File: src/rtl/sm83_pkg.sv
// sm83_pkg: shared SM83 definitions (CB prefix, fetch state encoding, opcode length lookup)
//   Used by fetch_unit, opcode_len_decode and control.
package sm83_pkg;

    localparam logic [7:0] CB_PREFIX = 8'hCB;

    typedef enum logic [1:0] {
        FETCH_ADDR = 2'd0,
        FETCH_DATA = 2'd1,
        FETCH_HOLD = 2'd2
    } fetch_state_t;

    // Total length of an unprefixed instruction; illegal opcodes are treated as 1 byte.
    function automatic logic [1:0] opcode_len(input logic [7:0] opcode);
        case (opcode)
            8'h06, 8'h0E, 8'h16, 8'h1E, 8'h26, 8'h2E, 8'h36, 8'h3E,
            8'h10, 8'h18, 8'h20, 8'h28, 8'h30, 8'h38,
            8'hC6, 8'hCE, 8'hD6, 8'hDE, 8'hE6, 8'hEE, 8'hF6, 8'hFE,
            8'hE0, 8'hF0, 8'hE8, 8'hF8:
                opcode_len = 2'd2;
            8'h01, 8'h11, 8'h21, 8'h31, 8'h08,
            8'hC2, 8'hC3, 8'hCA, 8'hD2, 8'hDA,
            8'hC4, 8'hCC, 8'hCD, 8'hD4, 8'hDC, 8'hEA, 8'hFA:
                opcode_len = 2'd3;
            default:
                opcode_len = 2'd1;
        endcase
    endfunction

endpackage

File: src/rtl/opcode_len_decode.sv
// opcode_len_decode: combinational opcode -> instruction length (1..3 bytes)
//   opcode  in  8  unprefixed opcode byte
//   len     out 2  total instruction length in bytes
module opcode_len_decode
    import sm83_pkg::*;
(
    input  logic [7:0] opcode,
    output logic [1:0] len
);

    assign len = opcode_len(opcode);

endmodule

File: src/rtl/fetch_unit.sv
// fetch_unit: SM83 instruction fetch stage; reads bytes over the shared bus and
// assembles {CB prefix, opcode, immediate} records for control.
//   clk, rst (sync, active-low)
//   bus_grant           bus usable this cycle
//   flush, flush_pc     redirect (highest priority)
//   addr_out, addr_oe   address bus drive (tri-stated above this level)
//   mem_cs, mem_oe      memory chip select / output enable
//   data_in             data bus
//   instr_valid/ready   record handshake
//   instr_opcode, instr_cb, instr_imm, instr_len, instr_pc, instr_next_pc  record
module fetch_unit
    import sm83_pkg::*;
#(
    parameter logic [15:0] RESET_PC = 16'h0000
) (
    input  logic        clk,
    input  logic        rst,
    input  logic        bus_grant,
    input  logic        flush,
    input  logic [15:0] flush_pc,
    output logic [15:0] addr_out,
    output logic        addr_oe,
    output logic        mem_cs,
    output logic        mem_oe,
    input  logic [7:0]  data_in,
    output logic        instr_valid,
    input  logic        instr_ready,
    output logic [7:0]  instr_opcode,
    output logic        instr_cb,
    output logic [15:0] instr_imm,
    output logic [1:0]  instr_len,
    output logic [15:0] instr_pc,
    output logic [15:0] instr_next_pc
);

    fetch_state_t state, state_next;
    logic [15:0]  fetch_ptr;
    logic [1:0]   byte_cnt;
    logic [7:0]   rec_opcode;
    logic         rec_cb;
    logic [15:0]  rec_imm;
    logic [1:0]   rec_len;
    logic [15:0]  rec_pc;
    logic [1:0]   dec_len;
    logic         is_cb;
    logic         capture;
    logic         last_byte;
    logic         bus_on;

    opcode_len_decode u_len (
        .opcode (data_in),
        .len    (dec_len)
    );

    assign is_cb = data_in == CB_PREFIX;

    // Whether the byte on the bus now completes the record.
    assign last_byte = byte_cnt == 2'd0 ? (!is_cb && dec_len == 2'd1) :
                       byte_cnt == 2'd1 ? (rec_cb || rec_len == 2'd2) : 1'b1;

    assign bus_on = bus_grant && rst;

    always_ff @(posedge clk) begin
        if (!rst)
            state <= FETCH_ADDR;
        else
            state <= state_next;
    end

    always_comb begin
        state_next = state;
        capture    = 1'b0;
        addr_oe    = 1'b0;
        mem_cs     = 1'b0;
        mem_oe     = 1'b0;
        case (state)
            FETCH_ADDR: begin
                addr_oe = bus_on;
                mem_cs  = bus_on;
                if (bus_grant)
                    state_next = FETCH_DATA;
            end
            FETCH_DATA: begin
                addr_oe = bus_on;
                mem_cs  = bus_on;
                mem_oe  = bus_on;
                capture = bus_grant;
                // Losing the grant here drops the byte; it is re-read from ADDR.
                state_next = !bus_grant ? FETCH_ADDR : last_byte ? FETCH_HOLD : FETCH_ADDR;
            end
            FETCH_HOLD: begin
                if (instr_ready)
                    state_next = FETCH_ADDR;
            end
            default: state_next = FETCH_ADDR;
        endcase
        if (flush)
            state_next = FETCH_ADDR;
    end

    always_ff @(posedge clk) begin
        if (!rst) begin
            fetch_ptr  <= RESET_PC;
            byte_cnt   <= 2'd0;
            rec_opcode <= 8'h00;
            rec_cb     <= 1'b0;
            rec_imm    <= 16'h0000;
            rec_len    <= 2'd0;
            rec_pc     <= 16'h0000;
        end else if (flush) begin
            fetch_ptr <= flush_pc;
            byte_cnt  <= 2'd0;
        end else if (capture) begin
            fetch_ptr <= fetch_ptr + 16'd1;
            byte_cnt  <= last_byte ? 2'd0 : byte_cnt + 2'd1;
            if (byte_cnt == 2'd0) begin
                rec_pc     <= fetch_ptr;
                rec_opcode <= data_in;
                rec_cb     <= is_cb;
                rec_imm    <= 16'h0000;
                rec_len    <= is_cb ? 2'd2 : dec_len;
            end else if (byte_cnt == 2'd1) begin
                // Second byte is the real opcode after CB, otherwise the low immediate.
                if (rec_cb)
                    rec_opcode <= data_in;
                else
                    rec_imm[7:0] <= data_in;
            end else begin
                rec_imm[15:8] <= data_in;
            end
        end
    end

    assign addr_out      = addr_oe ? fetch_ptr : 16'h0000;
    assign instr_valid   = state == FETCH_HOLD;
    assign instr_opcode  = rec_opcode;
    assign instr_cb      = rec_cb;
    assign instr_imm     = rec_imm;
    assign instr_len     = rec_len;
    assign instr_pc      = rec_pc;
    assign instr_next_pc = rec_pc + {14'd0, rec_len};

endmodule

File: config.mk
export PLATFORM = sky130hd
export DESIGN_NAME = fetch_unit
export DESIGN_NICKNAME = d
export VERILOG_FILES = /design/src/rtl/sm83_pkg.sv /design/src/rtl/opcode_len_decode.sv /design/src/rtl/fetch_unit.sv
export SDC_FILE = /design/constraint.sdc
export NUM_CORES = 1
export LEC_CHECK = 0
export ABC_AREA = 1
export BUFFER_PORTS_ARGS = -buffer_cell sky130_fd_sc_hd__buf_4
export CORE_ASPECT_RATIO = 0.75
export CORE_MARGIN = 3
export CORE_UTILIZATION = 42
export CTS_CLUSTER_SIZE = 10
export DETAILED_ROUTE_END_ITERATION = 8
export PLACE_DENSITY = 0.78
export SETUP_SLACK_MARGIN = 0.3
export SLEW_MARGIN = 40
export SYNTH_ARGS = -nofsm -noshare
export SYNTH_HDL_FRONTEND = slang
export SYNTH_SLANG_ARGS = --single-unit
export TNS_END_PERCENT = 5
File: constraint.sdc
create_clock -name clk -period 4.8 [get_ports clk]
set_input_delay 0.72 -clock clk [delete_from_list [all_inputs] [get_ports clk]]
set_output_delay 0.72 -clock clk [all_outputs]
set_load 0.02 [all_outputs]
==> impl_metrics.toml, run 1 <==
[synthesis]
ys.flop_type = "dfxtp_1"
yosysTopAreaCell = "dfxtp_1"
synthCells = 479
ys_seq_area_share_pct = 37.5
async_reset_ff_share_pct = 0
netlist_area_sq_um = 3360
synth_top_area_share_pct = 37.5
ys_ff_latch = 63
syn-num-nets = 514
synth_edf_count = 0
synthDistinctLibCells = 38
synth_area_leaders = "dfxtp_1 38%, nor2_1 9.3%, nand2_1 8.3%"
synth_area_per_cell_sq_um = 7.02
yosysWarnings = 0

[timing]
rsz0062_at_grt = "no"
setup_viol = 0
slew_headroom_pct = 66.9
hold_viol_final = 0
slew_violations = 0
period_minus_slack_ns = 3.16
max_freq_ghz = 0.316
period_share_pct = 65.9
final.setup.tns_ns = 0
worst_pin_slew_ns = 0.495
fin_skew_ns = 0.00560

[die]
io_pins = 108
coreArea_sq_um = 7570
start_util_pct = 44.4
chipWidth_microns = 109
die_h_microns = 83.5
rows = 27
dieArea_sq_um = 9130

[job]
maxCapViolCount = 0

[setup_path]
rrSetupSlack_ns = 2.84
reg2reg_depth = 8
cp.required_ns = 4.08
crit_path_end_kind = "output pin"
start_kind = "flop"
worstPathArrival_ns = 2.44
critPathKind = "reg2out"
critPathMaxFanout = 4

[clocking]
worstSkewPairLatency_ns = 0.34
root_buffer = "clkbuf_8"
cts.sinks = 63
cts_max_path_buffers = 2
cts_resized = 0
cts_setup_buffers = 0
cts_tree = "done"
cts_made_buffers = 9
cts.clk_slew.worst_paths_ns = 0.06
cts_max_level = 3
holdBufCountCts = 0

[drt]
via_count = 3457
wirelength_microns = 9420
wl_per_cell_microns = 13.7
first_pass_iters = 6
first_iter_violations = 251
drc = 0
viasPerCell = 5.03
ant_nets = 0

[placed_design]
gp_congestion = 0.894
dp_hpwl_microns = 7210
portBuffers = 107
placed_area_sq_um = 4190

[power]
ir_drop_mv = 0.119
power.leakage_uw = 0.00207
power_density_nw_per_um2 = 268

[finish]
antenna_cells = 0
postLayoutCellArea_sq_um = 4400
area_delta_synth_final_pct = 30.7
n_fill_cell = 721
fin_nets = 616
drive_above_1_share_pct = 25.9

[outcome]
status = "finished, final reports clean"

[min_path]
whs_path_depth = 1
hold_class = "reg2reg"

[global_route]
grt.total_usage_pct = 20.5
gr-total-overflow = 0
antenna_found_initial = 0
grt_max_degree = 49
grt_pass1_wl_microns = 15100
first_global_vias = 3163
==> cells in the mapped netlist, types with 2 or more instances <==
master	number
buf_6	3
buf_2	2
nor2_8	2
nand4_1	4
o21ai_1	2
nand3_1	16
clkbuf_1	8
nor2_1	83
nor3_1	4
xor2_1	20
ha_1	5
nor2_4	2
a21oi_1	38
nor2_2	7
o21ai_2	4
nand2_2	3
a21oi_2	2
a31oi_1	10
nand2_1	74
dfxtp_1	63
inv_1	58
o21ai_0	50
inv_2	4
==> power breakdown <==
part | switching, uW | internal, uW | leakage (uW)
sequential | 15.0 | 539 | 0.000512
clock | 197 | 281 | 0.000109
combinational | 90.9 | 56.5 | 0.00145
total | 302 | 876 | 0.00207
==> layout by cell type (no fill, tap or decap), types with 3 or more instances in the layout <==
cell      count
a31oi_1      10
o21ai_0      50
nand3_1      16
nand2_1      74
dfxtp_1      63
o21ai_2       4
clkbuf_8     12
ha_1          5
a21oi_1      38
xor2_1       20
nor2_2        7
nor3_1        4
inv_1        58
nand4_1       4
inv_2         4
nand2_2       3
buf_4       107
nor2_1       83
==> layout make-up <==
cell class	instances	area, sq um	area share [%]
clock buffers	13	169	3.84
clock inverters	3	40.0	0.911
inverters	65	254	5.78
multi-input cells	335	1740	39.6
flip-flops and latches	63	1260	28.7
well taps	101	126	2.88
repair buffers	107	803	18.3
==> critical path: stages, from the launching register on <==
cell and delay [ns]:
dfxtp_1 0.43, ha_1 0.22, fa_1 0.19, nand2_1 0.08, inv_1 0.09, nand3_2 0.09, nor2_1 0.20, nand3_1 0.18
nor4_2 0.22, xor2_1 0.22, buf_4 0.18
==> kinds of logic after synthesis <==
group	share of synthesized area (%)
compound gates	17.3
xor+xnor	5.21
fa+ha+maj	2.46
buf+inv	10.7
flops	37.5
simple gates	26.9
==> layer usage <==
metal,GRT usage [%],part of all wire (%),vias to the layer above
li1,-,-,1733
met1,28.9,46,1566
met2,30.9,44,144
met3,4.87,7.5,14
met4,6.12,1.7,0
met5,0,0,-
==> stage by stage <==
stage                     std cells  power, uW  setup WS (ns)  util, %  hold WS [ns]
after detailed placement        671        711           1.71     55.3         0.447
final                           687       1180           1.64     58.1         0.447
after CTS                       687       1180           1.66     58.1         0.456
after global routing            687       1230           1.46     58.1         0.489
after global placement          671        708           1.75     55.3         0.436
after floorplan                 479        650           2.00        -         0.422
==> sequential cells by signal, summed over array words and instances (netlist names) <==
| signal | flops |
|---|---|
| state | 2 |
| instr_len | 2 |
| instr_opcode | 8 |
| instr_pc | 16 |
| fetch_ptr | 16 |
| instr_imm | 16 |
| byte_cnt | 2 |
| instr_cb | 1 |
==> final timing paths <==
path	from	end
max	instr_len[0]	instr_next_pc[14]
min	state[1]	state[0]
max reg2reg	byte_cnt[0]	instr_len[1]
min reg2reg	state[1]	state[0]
Note: power is estimated with default switching activity, not from simulation.
==> run 2: changes to the inputs <==
==> constraint.sdc (replaced) <==
create_clock -name clk -period 3.18 [get_ports clk]
set_input_delay 0.477 -clock clk [delete_from_list [all_inputs] [get_ports clk]]
set_output_delay 0.477 -clock clk [all_outputs]
set_load 0.02 [all_outputs]
==> impl_metrics.toml, run 2 (synthesis results as in run 1) <==
[timing]
final.setup.tns_ns = 0
setup_viol = 0
max_freq_ghz = 0.378
period_minus_slack_ns = 2.65
slew_violations = 0
fin_skew_ns = 0.00647
period_share_pct = 83.2
worst_pin_slew_ns = 0.462
hold_viol_final = 0
rsz0062_at_grt = "no"
slew_headroom_pct = 69.2

[clocking]
cts.sinks = 63
cts.clk_slew.worst_paths_ns = 0.07
cts_made_buffers = 9
cts_max_level = 3
cts_tree = "done"
cts_setup_buffers = 0
root_buffer = "clkbuf_8"
worstSkewPairLatency_ns = 0.34
cts_max_path_buffers = 2

[power]
comb_power_share_pct = 13.4
p_int_uw = 1220
seq_power_share_pct = 49.7
power_density_nw_per_um2 = 383
switchingPower_uw = 459
p_sw_share_pct = 27.3
power_frac_clock_pct = 36.9
power.leakage_uw = 0.00208
ir_drop_mv = 0.200

[setup_path]
critPathMostFrequentCell = "nand3_2"
worstPathArrival_ns = 2.17
crit_path_cell_trace = "ha_1, fa_1, nand2_1, inv_1, nand3_2, nor2_2, nand3_2, nor4_4, xor2_1, buf_4"
start_kind = "flop"
r2r-start = "byte_cnt[0]"
reg2reg_depth = 8
critPathMaxFanout = 3
crit_slowest_cell = "dfxtp_1"
critPathKind = "reg2out"
cp.required_ns = 2.70
rrSetupSlack_ns = 1.21
cpPeakStageDelay_ns = 0.37
r2r_end = "instr_len[1]"
crit_path_end_kind = "output pin"

[die]
rows = 27
io_pins = 108
coreArea_sq_um = 7570
die_h_microns = 83.5
dieArea_sq_um = 9130
start_util_pct = 44.4
chipWidth_microns = 109

[min_path]
whs_path_depth = 4
hold_class = "in2reg"
hp-start = "instr_ready"
holdPathEnd = "state[1]"

[drt]
drc = 0
ant_nets = 0
viasPerCell = 5.07
first_iter_violations = 226
wl_per_cell_microns = 13.8
via_count = 3492
first_pass_iters = 4
wirelength_microns = 9520

[finish]
fin_nets = 618
layout.cells.non_filler = 689
n_fill_cell = 711
final_common_cell = "buf_4"
ff_latch_area_sq_um = 1260
area_delta_synth_final_pct = 30.7
antenna_cells = 0
drive_above_1_share_pct = 26.5
postLayoutCellArea_sq_um = 4400
final_cell_mix = "109 x buf_4, 82 x nor2_1, 74 x nand2_1"
multi_input_area_sq_um = 1760

[global_route]
grt_max_degree = 48
grt.total_usage_pct = 21.5
antenna_found_initial = 0
gr-total-overflow = 0
first_global_vias = 3230
grt_pass1_wl_microns = 15700

[placed_design]
gp_congestion = 0.916
place_inst = 673
portBuffers = 107
dp_hpwl_microns = 7290
placed_area_sq_um = 4200

[job]
maxCapViolCount = 0

[outcome]
status = "finished, final reports clean"
run 2: changes by cell type in the layout (fill, tap and decap cells not counted), sizes merged:
cell      previous run  this run
bufinv               1         0
clkinvlp             0         1
buf                107       109
run 2: how the worst max path moves through the flow:
| stage | from | endpoint | cells past startpoint |
|---|---|---|---|
| final | instr_pc[0] | instr_next_pc[14] | 10 |
| after global routing | instr_pc[0] | instr_next_pc[14] | 10 |
| after CTS | instr_len[0] | instr_next_pc[14] | 10 |
| after detailed placement | instr_len[0] | instr_next_pc[14] | 10 |
| after global placement | instr_len[0] | instr_next_pc[14] | 10 |
| after floorplan | instr_len[0] | instr_next_pc[14] | 9 |
run 2: power groups by stage:
stage	combinational, uW	sequential (uW)	clock, uW
6_report	225	837	621
5_1_grt	249	840	666
4_1_cts	224	836	633
3_5_place_dp	223	853	0
3_3_place_gp	219	852	0
2_1_floorplan	120	862	0
run 2: stage by stage:
step	utilization [%]	setup slack (ns)	hold WS, ns	total power [uW]
4_1_cts	57.9	0.372	0.394	1690
2_1_floorplan	-	0.784	0.422	982
5_1_grt	58.1	0.280	0.408	1750
3_3_place_gp	55.5	0.848	0.435	1070
3_5_place_dp	55.5	0.747	0.452	1080
6_report	58.1	0.533	0.403	1680
run 2: area by class of cell:
| cell class | instances | area share [%] |
|---|---|---|
| well taps | 101 | 2.88 |
| inverters | 65 | 5.78 |
| flip-flops and latches | 63 | 28.7 |
| multi-input cells | 335 | 40.0 |
| clock inverters | 3 | 0.399 |
| clock buffers | 13 | 3.62 |
| repair buffers | 109 | 18.6 |
run 2: routing by layer:
metal  global-route usage (%)  vias to the layer above  part of all wire (%)
met2                     30.7                      141                    43
met5                        0                        -                     0
met3                     4.87                       12                   6.9
met4                     6.91                        0                   1.5
li1                         -                     1746                     -
met1                     31.5                     1593                    48
run 2: repair_timing:
action | 4_1_cts | 5_1_grt
hold buffers | 0 | 0
setup endpoints to repair | 0 | 2
resized for setup | 0 | 4
run 2: worst max-delay path, delay by kind of cell (launching register included):
family        cells  cell delay [ns]
xor+xnor          1             0.17
fa+ha+maj         2             0.41
buf+inv           2             0.26
flops             1             0.37
simple gates      5             0.64
==> run 3: changes to the inputs <==
--- a/config.mk
+++ b/config.mk
@@ -5,7 +5,7 @@
 export SDC_FILE = /design/constraint.sdc
 export NUM_CORES = 1
 export LEC_CHECK = 0
-export ABC_AREA = 1
+export ABC_AREA = 0
 export BUFFER_PORTS_ARGS = -buffer_cell sky130_fd_sc_hd__buf_4
 export CORE_ASPECT_RATIO = 0.75
 export CORE_MARGIN = 3
==> constraint.sdc (replaced) <==
create_clock -name clk -period 2.7 [get_ports clk]
set_input_delay 0.405 -clock clk [delete_from_list [all_inputs] [get_ports clk]]
set_output_delay 0.405 -clock clk [all_outputs]
set_load 0.02 [all_outputs]
==> impl_metrics.toml, run 3 <==
[die]
io_pins = 108
dieArea_sq_um = 9080
coreArea_sq_um = 7530
rows = 27
die_h_microns = 83.3
start_util_pct = 44.4
chipWidth_microns = 109

[setup_path]
cp.required_ns = 2.30
crit_start = "instr_len[1]"
r2r_end = "instr_pc[8]"
critPathMaxFanout = 5
start_kind = "flop"
rrSetupSlack_ns = 0.70
crit_path_end_kind = "output pin"
crit_path_end = "instr_next_pc[11]"
reg2reg_depth = 6
worstPathArrival_ns = 1.99
critPathKind = "reg2out"
r2r-start = "byte_cnt[0]"

[clocking]
worstSkewPairLatency_ns = 0.33
cts_tree = "done"
cts_max_path_buffers = 2
cts.sinks = 63
root_buffer = "clkbuf_8"
cts_made_buffers = 9
cts.clk_slew.worst_paths_ns = 0.07
cts_max_level = 3

[drt]
first_iter_violations = 132
drc = 0
via_count = 3071
wl_per_cell_microns = 15.1
wirelength_microns = 9050
viasPerCell = 5.13
ant_nets = 0
first_pass_iters = 5

[synthesis]
syn-num-nets = 421
synthCells = 386
ys_ff_latch = 63
netlist_area_sq_um = 3340
yosysMostFrequentCell = "dfxtp_1"
synthDistinctLibCells = 42
async_reset_ff_share_pct = 0
synth_edf_count = 0
yosysWarnings = 0
synth_top_area_share_pct = 37.7
ys_seq_area_share_pct = 37.7
ys_top_cells_by_count = "63 x dfxtp_1, 57 x nand2_1, 36 x nor2b_1, 24 x mux2i_1, 22 x and2_1"
yosysTopAreaCell = "dfxtp_1"
synth_area_leaders = "dfxtp_1 38%, mux2i_1 7.2%, nor2b_1 6.7%"
ys.flop_type = "dfxtp_1"
synth_area_per_cell_sq_um = 8.66

[power]
power_density_nw_per_um2 = 424
power.leakage_uw = 0.00188
ir_drop_mv = 0.237

[finish]
ff_latch_area_sq_um = 1270
final_cell_mix = "114 x buf_4, 58 x dfxtp_1, 56 x nand2_1"
postLayoutCoreUtil_pct = 59.5
antenna_cells = 0
final_common_cell = "buf_4"
drive_above_1_share_pct = 29.7
n_fill_cell = 673
area_delta_synth_final_pct = 34.1
fin_nets = 528
layout.cells.non_filler = 599
postLayoutCellArea_sq_um = 4480
multi_input_area_sq_um = 2030

[timing]
slew_violations = 0
setup_viol = 0
final.setup.tns_ns = 0
worst_pin_slew_ns = 0.605
max_freq_ghz = 0.418
slew_headroom_pct = 59.7
rsz0062_at_grt = "yes"
hold_viol_final = 0
period_share_pct = 88.7
period_minus_slack_ns = 2.39
fin_skew_ns = 0.00826
setup_slack_ns = 0.305

[placed_design]
portBuffers = 107
dp_hpwl_microns = 6690
gp_congestion = 0.829
place_inst = 579
placed_area_sq_um = 4220
place_ws_ns = 0.471

[outcome]
status = "finished, final reports clean"

[global_route]
gr-total-overflow = 0
grt.total_usage_pct = 19.8
antenna_found_initial = 0
grt_max_degree = 62
first_global_vias = 2949
grt_pass1_wl_microns = 14500

[job]
maxCapViolCount = 0

[min_path]
hold_class = "in2reg"
whs_path_depth = 2
## run 3: cell count changes in the layout (fill, tap and decap cells not counted), sizes merged, moves of 12 or more
cell	delta
nand2	-20
nor2b	+36
mux2i	+24
a21oi	-26
xor2	-12
xnor2	+20
inv	-57
and2	+22
a21boi	+18
nor2	-81
o21ai	-42
## run 3: layer usage
metal / vias to the layer above / global-route usage [%] / part of all wire, %
met1: 1441 / 27.5 / 47
met3: 11 / 4.12 / 5.1
met4: 0 / 6.19 / 1.3
met2: 82 / 30.5 / 46
met5: - / 0 / 0
li1: 1537 / - / -
## run 3: cells by family after synthesis
logic type	after synthesis	share of synthesized area [%]
and+or+nand+nor	182	30.4
DFF	63	37.7
AOI/OAI and AO/OA	59	11.9
xor gates and xnor gates	28	7.34
buffers and inverters	24	3.03
muxes	24	7.19
adders and majority gates	6	2.47
## run 3: layout make-up
type                            count  share of cell area [%]
Clock inverter                      3                   0.391
Multi-Input combinational cell    299                    45.3
Timing Repair Buffer              114                    19.1
Tap cell                          101                    2.82
Clock buffer                       13                    3.54
Inverter                            6                   0.502
Sequential cell                    63                    28.3
## run 3: report_power, final
group | total [uW] | internal (uW) | leakage (uW) | switching [uW]
combinational | 198 | 95.5 | 0.00128 | 102
sequential | 980 | 949 | 0.000515 | 30.6
clock | 724 | 381 | 0.0000894 | 343
total | 1900 | 1430 | 0.00188 | 476
## run 3: how the worst min path moves through the flow
stage | start | to | slack (ns)
after CTS | flush_pc[15] | fetch_ptr[15] | 0.27
after detailed placement | state[1] | state[0] | 0.47
after global placement | state[1] | state[0] | 0.47
after floorplan | state[1] | state[0] | 0.44
after global routing | flush_pc[1] | fetch_ptr[1] | 0.28
final | flush_pc[15] | fetch_ptr[15] | 0.29
## run 3: timing repair
action,in CTS,in global routing
gates resized for setup,4,12
hold buffers,0,0
setup endpoints to repair,5,8
pin swaps,3,6
setup buffers,0,4
## run 3: critical path, stage by stage, from the launching register on
cell and delay, ns:
dfxtp_2 0.36, ha_1 0.29, a21o_1 0.14, nand2_2 0.11
nor3_4 0.27, buf_4 0.17, xor2_2 0.15, buf_4 0.17
## run 3: per-stage QoR
stage                     total power, uW  hold slack (ns)
after floorplan                      1110            0.436
after detailed placement             1200            0.471
after global routing                 1980            0.279
after global placement               1190            0.465
after CTS                            1930            0.270
final                                1900            0.288
